`src/rtl/dmem_stall_ctrl.sv`:
```
// MEM-stage sequencer for a variable-latency req/ack data memory: issues each
// load/store once, stalls the pipeline while outstanding, aborts on timeout.
// Optional performance counters are enabled with `define DMEM_PERF_CNT_EN.
`timescale 1ns/1ps

module dmem_stall_ctrl #(
    parameter int ADDR_W      = 32,
    parameter int DATA_W      = 32,
    parameter int TO_W        = 8,
    parameter int TIMEOUT_CYC = 200
) (
    input  logic              clk_i,
    input  logic              rst_i,
    input  logic              start_i,
    input  logic              memRead_i,
    input  logic              memWrite_i,
    input  logic [ADDR_W-1:0] addr_i,
    input  logic [DATA_W-1:0] wdata_i,
    output logic              mem_req_o,
    output logic              mem_we_o,
    output logic [ADDR_W-1:0] mem_addr_o,
    output logic [DATA_W-1:0] mem_wdata_o,
    input  logic              mem_ack_i,
    input  logic [DATA_W-1:0] mem_rdata_i,
    output logic [DATA_W-1:0] rdata_o,
    output logic              stall_o,
    output logic              err_o,
    output logic [31:0]       stall_cnt_o,
    output logic [31:0]       access_cnt_o,
    output logic [1:0]        state_o
);

    // Handshake: mem_req_o stays high from the first WAIT cycle until the
    // edge on which mem_ack_i (a one-cycle pulse) is sampled or the timeout
    // fires; address, write data and direction are stable while it is high.
    typedef enum logic [1:0] {
        IDLE = 2'd0,
        WAIT = 2'd1,
        DONE = 2'd2
    } state_t;

    localparam logic [TO_W-1:0] TO_LAST = TO_W'(TIMEOUT_CYC - 1);

    state_t          state;
    logic [TO_W-1:0] to_cnt;
    logic            mem_op;
    logic            wait_end;

    assign mem_op   = start_i & (memRead_i | memWrite_i);
    assign wait_end = (state == WAIT) & (mem_ack_i | (to_cnt == TO_LAST));
    assign state_o  = state;

    // Stall is combinational in IDLE so the access is frozen on its first cycle.
    assign stall_o = ~rst_i & ((state == WAIT) | ((state == IDLE) & mem_op));

    always_ff @(posedge clk_i or posedge rst_i) begin
        if (rst_i) begin
            state       <= IDLE;
            to_cnt      <= '0;
            mem_req_o   <= 1'b0;
            mem_we_o    <= 1'b0;
            mem_addr_o  <= '0;
            mem_wdata_o <= '0;
            rdata_o     <= '0;
            err_o       <= 1'b0;
        end else begin
            case (state)
                IDLE: begin
                    if (mem_op) begin
                        mem_req_o   <= 1'b1;
                        mem_we_o    <= memWrite_i;
                        mem_addr_o  <= addr_i;
                        mem_wdata_o <= wdata_i;
                        to_cnt      <= '0;
                        state       <= WAIT;
                    end
                end
                WAIT: begin
                    if (mem_ack_i) begin
                        mem_req_o <= 1'b0;
                        if (!mem_we_o) begin
                            rdata_o <= mem_rdata_i;
                        end
                        state <= DONE;
                    end else if (to_cnt == TO_LAST) begin
                        mem_req_o <= 1'b0;
                        err_o     <= 1'b1;
                        rdata_o   <= '0;
                        state     <= DONE;
                    end else begin
                        to_cnt <= to_cnt + 1'b1;
                    end
                end
                DONE: begin
                    // EX/MEM still holds the finished instruction; do not re-issue.
                    to_cnt <= '0;
                    state  <= IDLE;
                end
                default: state <= IDLE;
            endcase
        end
    end

`ifdef DMEM_PERF_CNT_EN
    logic [31:0] stall_cnt;
    logic [31:0] access_cnt;

    always_ff @(posedge clk_i or posedge rst_i) begin
        if (rst_i) begin
            stall_cnt  <= '0;
            access_cnt <= '0;
        end else begin
            if (stall_o) begin
                stall_cnt <= stall_cnt + 32'd1;
            end
            if (wait_end) begin
                access_cnt <= access_cnt + 32'd1;
            end
        end
    end

    assign stall_cnt_o  = stall_cnt;
    assign access_cnt_o = access_cnt;
`else
    logic unused_wait_end;
    assign unused_wait_end = wait_end;
    assign stall_cnt_o     = '0;
    assign access_cnt_o    = '0;
`endif

endmodule

```
`config.mk`:
```
export PLATFORM = sky130hd
export DESIGN_NAME = dmem_stall_ctrl
export DESIGN_NICKNAME = d
export VERILOG_FILES = /design/src/rtl/dmem_stall_ctrl.sv
export SDC_FILE = /design/constraint.sdc
export NUM_CORES = 1
export LEC_CHECK = 0
export ABC_AREA = 1
export CAP_MARGIN = 20
export CORE_AREA = 2 2 104 106
export CTS_CLUSTER_DIAMETER = 40
export CTS_CLUSTER_SIZE = 40
export DETAILED_ROUTE_END_ITERATION = 12
export DIE_AREA = 0 0 106 108
export DONT_BUFFER_PORTS = 1
export GPL_TIMING_DRIVEN = 0
export PLACE_DENSITY_LB_ADDON = 0.2
export SETUP_SLACK_MARGIN = 0.2
export SYNTH_ARGS = -nofsm -noshare
export SYNTH_HDL_FRONTEND = slang
export SYNTH_SLANG_ARGS = --single-unit
```
`constraint.sdc`:
```
create_clock -name clk_i -period 4.2 [get_ports clk_i]
set_clock_uncertainty 0.05 [all_clocks]
set_input_delay 0.63 -clock clk_i [delete_from_list [all_inputs] [get_ports clk_i]]
set_output_delay 0.63 -clock clk_i [all_outputs]
set_load 0.02 [all_outputs]
```
# Word-level counts from Yosys, hierarchy flattened
# Index checks and enable logic that the tools add are counted.
dict set report totals {
  register_bits 109
  in_bits 102
  word_cells 49
}
dict set report classes {
  addsub 1
  n_eq_ne 8
  n_mux 15
  n_bitwise 7
  n_reduce_logical 10
}
# operator n
set ops {}
lappend ops {{32-bit 2-to-1 mux} 3}
lappend ops {{8-bit 2-to-1 mux} 3}
lappend ops {{8-bit one-hot mux with 3 select lines} 1}
lappend ops {{3-bit AND reduction} 3}
lappend ops {{8-bit by 1-bit adder with 8-bit output, second input constant} 1}
lappend ops {{8-bit == test, second input constant} 1}
lappend ops {{2-bit != test, second input constant} 4}
lappend ops {{2-bit 2-to-1 mux} 3}
lappend ops {{2-bit one-hot mux with 2 select lines} 1}
lappend ops {{2-bit AND reduction} 2}
lappend ops {{4-bit AND reduction} 1}
lappend ops {{2-bit nonzero test} 2}
lappend ops {{1-bit bitwise AND} 3}
lappend ops {{1-bit 2-to-1 mux} 3}
lappend ops {{3-bit by 2-bit != test with 1-bit output, second input constant} 1}
lappend ops {{3-bit nonzero test} 1}
lappend ops {{2-bit by 1-bit == test with 1-bit output, second input constant} 1}
lappend ops {{2-bit == test, second input constant} 1}
lappend ops {{2-bit logical NOT} 1}
lappend ops {{1-bit inverter} 2}
lappend ops {{1-bit OR} 2}
lappend ops {{1-bit one-hot mux with 2 select lines} 1}

# Depth between registers and ports, before layout
dict set report logic_depth {
  depth_word 5
  ltp_mapped 8
}

# Worst setup path after synthesis
# No wires, ideal clock.
dict set report synth_timing {
  path_type {input to output}
  startpoint {input port memWrite_i}
  endpoint {output port stall_o}
  arrival_time_ns 1.499
  setup_slack_ns 2.021
  path_stages 6
  path_cell_list {inv_1 > nand2_1 > nand3_2 > buf_4 > buf_6 > a21oi_1}
}
dict set report synth_via {
  elab_chain_len 5
}
# element line_no
set synth_rtl {}
lappend synth_rtl {{start, declared} 16} ;# input logic memWrite_i,
lappend synth_rtl {{1-bit OR} 49} ;# assign mem_op = start_i & (memRead_i | memWrite_i);
lappend synth_rtl {{1-bit bitwise AND} 49}
lappend synth_rtl {{1-bit bitwise AND} 54} ;# assign stall_o = ~rst_i & ((state == WAIT) | ((state == IDLE) & mem_op));
lappend synth_rtl {{1-bit OR} 54}
lappend synth_rtl {{1-bit bitwise AND} 54}
lappend synth_rtl {{end, declared} 26} ;# output logic stall_o,
# No other way between the ends.

# Worst setup path in the final report
dict set report layout_timing {
  startpoint {register state[0], in the netlist state_o[0]}
  endpoint {output port stall_o}
}
dict set report layout_via {
  elab_chain_len 4
  word_cells_on_any_way 5
}
# element line_no
set layout_rtl {}
lappend layout_rtl {{start, declared} 44} ;# state_t state;
lappend layout_rtl {{start signal, assigned} 58} ;# state <= IDLE;
lappend layout_rtl {{start signal, assigned} 75} ;# state <= WAIT;
lappend layout_rtl {{start signal, assigned} 84} ;# state <= DONE;
lappend layout_rtl {{2-bit logical NOT} 54}
lappend layout_rtl {{1-bit bitwise AND} 54}
lappend layout_rtl {{1-bit OR (*)} 54}
lappend layout_rtl {{1-bit bitwise AND (*)} 54}
# Mark *: on every way between the ends. The rest lies on a longest branch, timed or not.

==> results by group <==
Drt
  • TritonRoute pass-1 iters: 4
  • Drt wl/cell: 16.09 um
  • Initial DRC Count: 157
  • Final WL: 10890 um
  • Via count: 3261
  • DRT antenna net count: 0
  • DR DRC count: 0
  • Via density: 4.817

Critical path
  • Reg-to-Reg End: to_cnt[7]$_DFFE_PP0P_
  • Worst r2r path cells: 7
  • CP Class: reg2out
  • Endpoint class of the critical path: primary output
  • CP max stage cell: dfrtp_1
  • Reg2reg start: state_o[1]$_DFFE_PP0P_
  • Buffers & Inverters on Critical Path: 2
  • Startpoint Class: flop
  • Worst Path Max Fanout: 10
  • Required arrival time at the worst endpoint: 3.52 ns
  • CP max stage delay: 0.55 ns
  • R2R Setup Slk: 2.35 ns
  • Crit-path leading delay family: flip-flops
  • Worst-path cell chain: nor2_4 > nand3_2 > buf_4 > buf_6 > a21oi_1
  • Data arrival, critical path: 2.09 ns

Logic synthesis
  • Register area share after synthesis: 54.55%
  • Post-Syn Instances: 461
  • Leading post-synthesis cells by cell area: dfrtp_1 55%, mux2_2 13%, buf_4 9.8%
  • Post-synth top flop: dfrtp_1
  • Cell taking the most area after synthesis: dfrtp_1
  • Yosys warns: 0
  • Synth top area share: 54.55%
  • Number of flops mapped to enable cells by yosys: 0
  • Top-count cell post-synth: dfrtp_1
  • Asr flop ratio synth: 100.0%
  • Commonest cells post-synth: 109 x dfrtp_1, 79 x nand2_1, 72 x nand3_1
  • Avg Cell Area, Syn: 10.85 sq um
  • Netlist cell types: 22
  • Mapped Area: 5000 sq um
  • Flops & latches, synth: 109

Clock tree
  • CTS max path bufs: 2
  • Post-CTS Setup Inserts: 0
  • Clock Sinks: 109
  • Htree depth: 3
  • Num CTS Buffers: 9
  • Hold_buf cts: 0
  • Clk root buf: clkbuf_8
  • Clk pin slew, worst setup/hold paths: 0.10 ns
  • Worst-Skew Late Latency: 0.36 ns
  • Post_cts resized: 0
  • TritonCTS clock tree: built

GRT
  • GR Util met2: 33.13%
  • Gr ovfl total: 0
  • Initial antenna violation count: 0
  • Busiest grt layer: met2
  • Largest net degree at the start of global routing: 76
  • Vias in the first global route: 3320
  • M3 GR Usage: 8.680%
  • GRT met1 Usage: 20.89%
  • First-pass GRT wire length: 17100 um
  • GRT Total Usage: 19.17%

Power and ir drop
  • Sw Pwr: 1472 uW
  • Comb power frac: 19.5%
  • Sequential Power Share: 63.4%
  • Power share of the clock group: 17.1%
  • PwrDens: 618.5 nW/um^2
  • P_int: 2001 uW
  • VDD IR max: 302.8 uV
  • Pleak: 0.002878 uW
  • Switch share: 42.40%

Place
  • GPL Wtd Cong: 0.7931
  • DP Cell Count: 661
  • Port bufs: 0
  • Hpwl dp: 8306 um
  • Setup WS pre-CTS: 1.783 ns

Timing
  • Setup ws final: 1.429 ns
  • Final setup vio count: 0
  • Worst hold margin: 0.09624 ns
  • Final min period: 2.771 ns
  • Crit share post-route: 65.98%
  • Final Hold Viols: 0
  • Slew Viols, Final: 0
  • Fmax: 0.3608 GHz
  • Unrepaired setup endpoints after global routing: no

Run
  • Total of max-cap violations: 0

Die
  • Die width: 106 um
  • # rows: 37
  • Starting density of the core: 48.87%
  • Height of the chip: 108 um
  • IO Count: 268
  • Die area: 11450 sq um
  • Total core area: 10230 sq um

Cells and area
  • Synth-to-layout area growth: 12.31%
  • Final non-filler cell total: 677
  • Final nets: 639
  • Share of cells above drive strength 1: 31.79%
  • Antenna cells: 0

Min path
  • Tightest Hold Check Type: in2async

Run status
  • Status: finished, final reports clean
[per-layer routing]
metal / vias up / wire [um]
li1: 1529 / -
met3: 10 / 1392
met1: 1542 / 3725
met5: - / 0
met2: 180 / 5626
met4: 0 / 146
[logic make-up (layout without fill, tap and decap cells)]
family	count (synthesis)	in the layout	synth area share, %
simple gates	178	178	15.99
flops	109	109	54.55
buf+inv	100	117	13.31
mux	64	64	14.79
compound gates	8	8	1.026
fa+ha+maj	1	1	0.2502
other cells	1	64	0.07500
[worst max-delay path by stage]
stage                                 from                          end  slack [ns]  cells past startpoint
CTS                 state_o[0]$_DFFE_PP0P_                      stall_o        1.36                      5
detailed placement  state_o[0]$_DFFE_PP0P_                      stall_o        1.78                      5
floorplan                            rst_i            err_o$_DFFE_PP0P_        0.65                      1
global route        state_o[0]$_DFFE_PP0P_                      stall_o        1.30                      5
finish              state_o[0]$_DFFE_PP0P_                      stall_o        1.43                      5
global placement                     rst_i  mem_wdata_o[26]$_DFFE_PP0P_       -0.40                      1
[cell type report]
class	instances	area [sq um]
plain buffers	84	605.6
multi-input cells	315	1843
clock inverters	6	51.30
inverters	16	62.56
repair buffers	1	27.53
fillers	904	4616
flip-flops and latches	109	2728
clock buffers	10	127.6
well taps	136	170.2
[worst reg2reg max path, stage by stage (launching register included)]
cell     delay [ns]
dfrtp_1        0.57
inv_1          0.12
nand2_2        0.19
nor2_2         0.09
a21oi_4        0.20
nand3_1        0.31
nand2_1        0.14
nand2_1        0.06
[power groups by stage]
stage          Clock [uW]  Sequential, uW  Combinational [uW]
6_report              592            2200                 678
5_1_grt               660            2250                 767
4_1_cts               611            2210                 685
3_5_place_dp            0            2220                 688
3_3_place_gp            0            2220                 649
2_1_floorplan           0            2110                 592
[flip-flops by register name, summed over array words and instances, names as in the netlist]
register and cells:
state_o 2, mem_req_o 1, err_o 1, mem_we_o 1
mem_wdata_o 32, to_cnt 8, mem_addr_o 32, rdata_o 32
[per-stage QoR]
step                instance area [sq um]  power (uW)  TNS, ns  utilization, %
global route                         5615        3676        0           54.89
floorplan                            5236        2698        0               -
global placement                     5406        2867   -42.84           52.84
detailed placement                   5436        2909        0           53.14
finish                               5615        3473        0           54.89
CTS                                  5615        3506        0           54.89
[cell usage in the layout, fill, tap and decap left out]
cell type / instances
dfrtp_1: 109
nand2_1: 79
nand3_1: 72
buf_4: 65
conb_1: 64
mux2_2: 59
nor2_1: 16
inv_1: 15
buf_2: 13
clkbuf_8: 9
mux2_4: 5
a21oi_1: 4
buf_6: 4
inv_6: 4
clkbuf_1: 3
nor3_1: 3
o21ai_0: 3
nand2_2: 2
nor2_2: 2
nand3_2: 2
nor2_4: 1
a21oi_4: 1
nand2_4: 1
inv_4: 1
ha_1: 1
clkinv_4: 1
clkinvlp_4: 1
buf_16: 1
Power figures use the tool's default switching activity.
==> RTL edit 1: new RTL, config.mk and constraints unchanged <==
Register the output `err_o` once more; this adds one clock of latency there. The other outputs are not delayed to match.
--- a/src/rtl/dmem_stall_ctrl.sv
+++ b/src/rtl/dmem_stall_ctrl.sv
@@ -43,2 +43,4 @@
 
+    logic err_s0;
+
     state_t          state;
@@ -64,3 +66,3 @@
             rdata_o     <= '0;
-            err_o       <= 1'b0;
+            err_s0      <= 1'b0;
         end else begin
@@ -86,3 +88,3 @@
                         mem_req_o <= 1'b0;
-                        err_o     <= 1'b1;
+                        err_s0    <= 1'b1;
                         rdata_o   <= '0;
@@ -130,2 +132,6 @@
 
+    always_ff @(posedge clk_i) begin
+        err_o <= err_s0;
+    end
+
 endmodule
Check against the original RTL: no difference found for any inputs over 4 cycles, from zero or initial values and one cycle with rst_i high; that may be too few to reach the edited logic, so the function may still have changed.
==> RTL edit 1 against the original RTL <==
Area after synthesis up 0.40%. Synthesized cell count rose by 0.22%. Total power rose by 0.41%. Critical endpoint unchanged. Sequential share of layout area is 0.16 points higher. Critical path type unchanged. Wire length grew 1.7%. Sequential cell count increased by 1. Largest power group unchanged. Setup slack worse by 0.020 ns. Cell area is 0.40% higher.
==> RTL edit 1: results (changes against the original RTL) <==
- The area fraction in compound gates after synthesis was 0.0102 (-0.0000409).
- Net switching share of the total power: 0.423 (-0.000694)
- Share of synthesized cell area in full adder, half adder and majority cells: 0.00249 (-0.00000998)
* Total routed wire length on the met1 layer: 3.73 mm (+0.24%)
- The leakage power figure came to 2.89 nW (+0.32%).
- Maximum clock rate: 358 MHz (-0.70%)
- The routed wirelength normalized by instance count came to 16.3 µm (+1.6%).
- The routed length on met2 was 5.69 mm (+1.2%).
- Iter 0 DRT Violations: 163 (+3.8%)
- Detailed-routed wire length on met3: 1.48 mm (+6.5%)
- Worst setup slack for register-to-register paths: 2.38 ns (+0.03 ns)
- Post-synthesis average cell area: 10.9 µm² (+0.18%)
* Clock network share of area: 0.0322 (+0.000317)
* Final net count: 640 (+0.16%)
- Met3 layer usage reported by global route: 0.0952 (+0.00844)
* Outcome: complete, no violations
- Global-route usage over all layers: 0.194 (+0.00180)
- Antenna violations before repair: 1 (+1)
- Placement-stage cell area: 5460 µm² (+0.37%)
- The relative area of non-clock buffer cells in the final design was 0.112 (-0.000450).
- Final weighted congestion in routability-driven placement: 0.864 (+9.0%)
- The layout cell share with drive strength beyond 1 came to 0.317 (-0.000587).
- The number of fill cells came to 939 (+3.9%).
- The multi-input gate share of total cell area was 0.327 (-0.00131).
- Post-placement cell count: 662 (+0.15%)
- In this run the top signal layer used is met5.
* Largest cells by area after synthesis: dfrtp_1, mux2_2, buf_4, nand3_1, nand2_1
- Total wire length: 11.1 mm (+1.7%)
* Met2 capacity usage during global routing: 0.334 (+0.00276)
- Endpoint of the lowest-slack register-to-register path: to_cnt[1]
- Fraction of standard cell area that is sequential: 0.487 (+0.00161)
- Post-DR vias/cell: 4.87 (+1.1%)
- Worst setup slack before clock tree synthesis: 1.78 ns (-0.00163 ns)
- The sequential fraction of the synthesis area is 0.547 (+0.00181).
==> RTL edit 1: cell count changes in the layout (fill, tap and decap cells not counted), sizes merged <==
cell,change
inv,-1
dfxtp,+1
clkinv,+1
==> RTL edit 1: cells by family (layout without fill, tap and decap cells) <==
logic type	count (synthesis)	count (layout)
simple gates	178	178
mux	64	64
compound gates	8	8
flops	110	110
buf+inv	100	117
fa+ha+maj	1	1
other cells	1	64
==> RTL edit 1: power groups by stage <==
stage,sequential [mW],clock [mW],combinational [mW]
after floorplan,2.12,0,0.592
after CTS,2.22,0.618,0.686
final,2.21,0.598,0.678
after global routing,2.26,0.654,0.762
after global placement,2.23,0,0.648
after detailed placement,2.24,0,0.686
==> RTL edit 1: worst max-delay path, stage by stage (launching register included) <==
cell and delay (ns):
dfrtp_1 0.55, nor2_4 0.23, nand3_2 0.19, buf_4 0.24
buf_6 0.16, a21oi_1 0.37
==> RTL edit 2: new RTL, same flow settings <==
Made on the original files. `ADDR_W`: 32 -> 40.
--- a/src/rtl/dmem_stall_ctrl.sv
+++ b/src/rtl/dmem_stall_ctrl.sv
@@ -6,3 +6,3 @@
 module dmem_stall_ctrl #(
-    parameter int ADDR_W      = 32,
+    parameter int ADDR_W      = 40,
     parameter int DATA_W      = 32,
Ports: changed (resized addr_i and mem_addr_o); port bits go from 268 to 284. No check against the original RTL was run, so the function may have changed too.
==> RTL edit 2 against the original RTL <==
Synthesized cell count increased by 17%. Area after synthesis increased by 12%. Setup slack got worse by 0.10 ns. Sequential cell count increased by 8. Non-clock buffer count increased by 2. Total power increased by 35%. Largest cell class unchanged. Cell area increased by 19%. First-iteration DRC count increased by 15%. Highest routed layer unchanged. Register-to-register slack improved by 0.07 ns. Combinational power increased by 16%. Wire length increased by 20%. Die area unchanged.
==> RTL edit 2: results (changes against the original RTL) <==
- Outcome: complete, no violations
- Number of CTS-inserted buffers: 17 (+8)
- The pre-CTS setup slack is 1.81 ns (+0.0287 ns).
- The violation count after the first detailed-routing iteration is 181 (+15%).
- The leakage power figure came to 3.64 nW (+27%).
- The combinational power came to 788 µW (+16%).
- Commonest cells post-synth: nand2_1, dfrtp_1, buf_4
- Placed wire-length estimate: 9.72 mm (+17%)
- Layout filler cell count: 820 (-9.3%)
* Worst skew pair latency: 0.51 ns (+0.15 ns)
- Switching component of the power: 1.75 mW (+19%)
* Biggest regs: mem_addr_o: 40 flops, mem_wdata_o: 32 flops, rdata_o: 32 flops
- Biggest cell delay along the critical path: 0.52 ns (-0.03 ns)
- The final standard cell count with taps included and fillers excluded came to 772 (+14%).
- The cell count after synthesis came to 540 (+17%).
- Multiplexer fraction of the synthesized cell area: 0.162 (+0.0140)
* Data arrival time at the worst-slack endpoint: 2.19 ns (+0.10 ns)
- Clock edge transition at the registers on the reported setup and hold paths: 0.06 ns (-0.04 ns)
- The arithmetic-cell share of the synthesized area counting full adders, half adders and majority gates was 0.00224 (-0.000263).
- Post-synthesis compound-gate area fraction: 0.00873 (-0.00153)
- Distinct cell type count of the synthesized netlist: 24 (+9.1%)
- The routed via count divided by cell count was 4.85 (+0.76%).
* Reported clock group power: 1.52 mW (+160%)
- The internal power component is 2.94 mW (+47%).
- The number of cells after detailed placement was 740 (+12%).
-- RTL edit 2: cell types whose count changed in the layout (fill, tap and decap cells not counted), sizes merged, moves of 2 or more --
cell,change
nand2,+62
nand3,-31
inv,+30
clkbuf,+10
dfrtp,+8
mux2,+8
bufinv,+4
clkinv,+3
nor3,-2
-- RTL edit 2: logic make-up (layout without fill, tap and decap cells) --
logic type | Yosys count | in the layout
adders and majority gates | 1 | 1
muxes | 72 | 72
buffers and inverters | 132 | 165
DFF | 117 | 117
other | 1 | 64
AOI/OAI and AO/OA | 9 | 9
and+or+nand+nor | 208 | 208
-- RTL edit 2: path summary, 6_finish.rpt --
kind | startpoint | to | slack [ns] | cells past startpoint
min in group asynchronous | rst_i | mem_we_o | 0.58 | 2
max in group asynchronous | rst_i | mem_addr_o[31] | 2.83 | 3
setup reg to reg | state_o[0] | mem_wdata_o[9] | 2.42 | 5
hold / removal | wdata_i[20] | mem_wdata_o[20] | 0.21 | 1
setup / recovery | state_o[0] | stall_o | 1.33 | 5
hold reg to reg | to_cnt[7] | to_cnt[7] | 0.47 | 2
-- RTL edit 2: metal layers --
metal,part of all wire,wire [µm],up-vias,global-route usage
li1,-,-,1748,-
met3,0.12,1590,28,0.115
met5,0,0,-,0
met4,0.024,312,0,0.0893
met2,0.52,6770,223,0.403
met1,0.33,4360,1748,0.237
-- RTL edit 2: area by class of cell --
class / count / area [µm²] / share of cell area
Tap cell: 136 / 170 / 0.0255
Sequential cell: 117 / 2930 / 0.439
Clock inverter: 13 / 199 / 0.0299
Timing Repair Buffer: 2 / 37.5 / 0.00563
Multi-Input combinational cell: 354 / 2090 / 0.314
Buffer: 85 / 624 / 0.0937
Clock buffer: 18 / 428 / 0.0642
Inverter: 47 / 181 / 0.0272
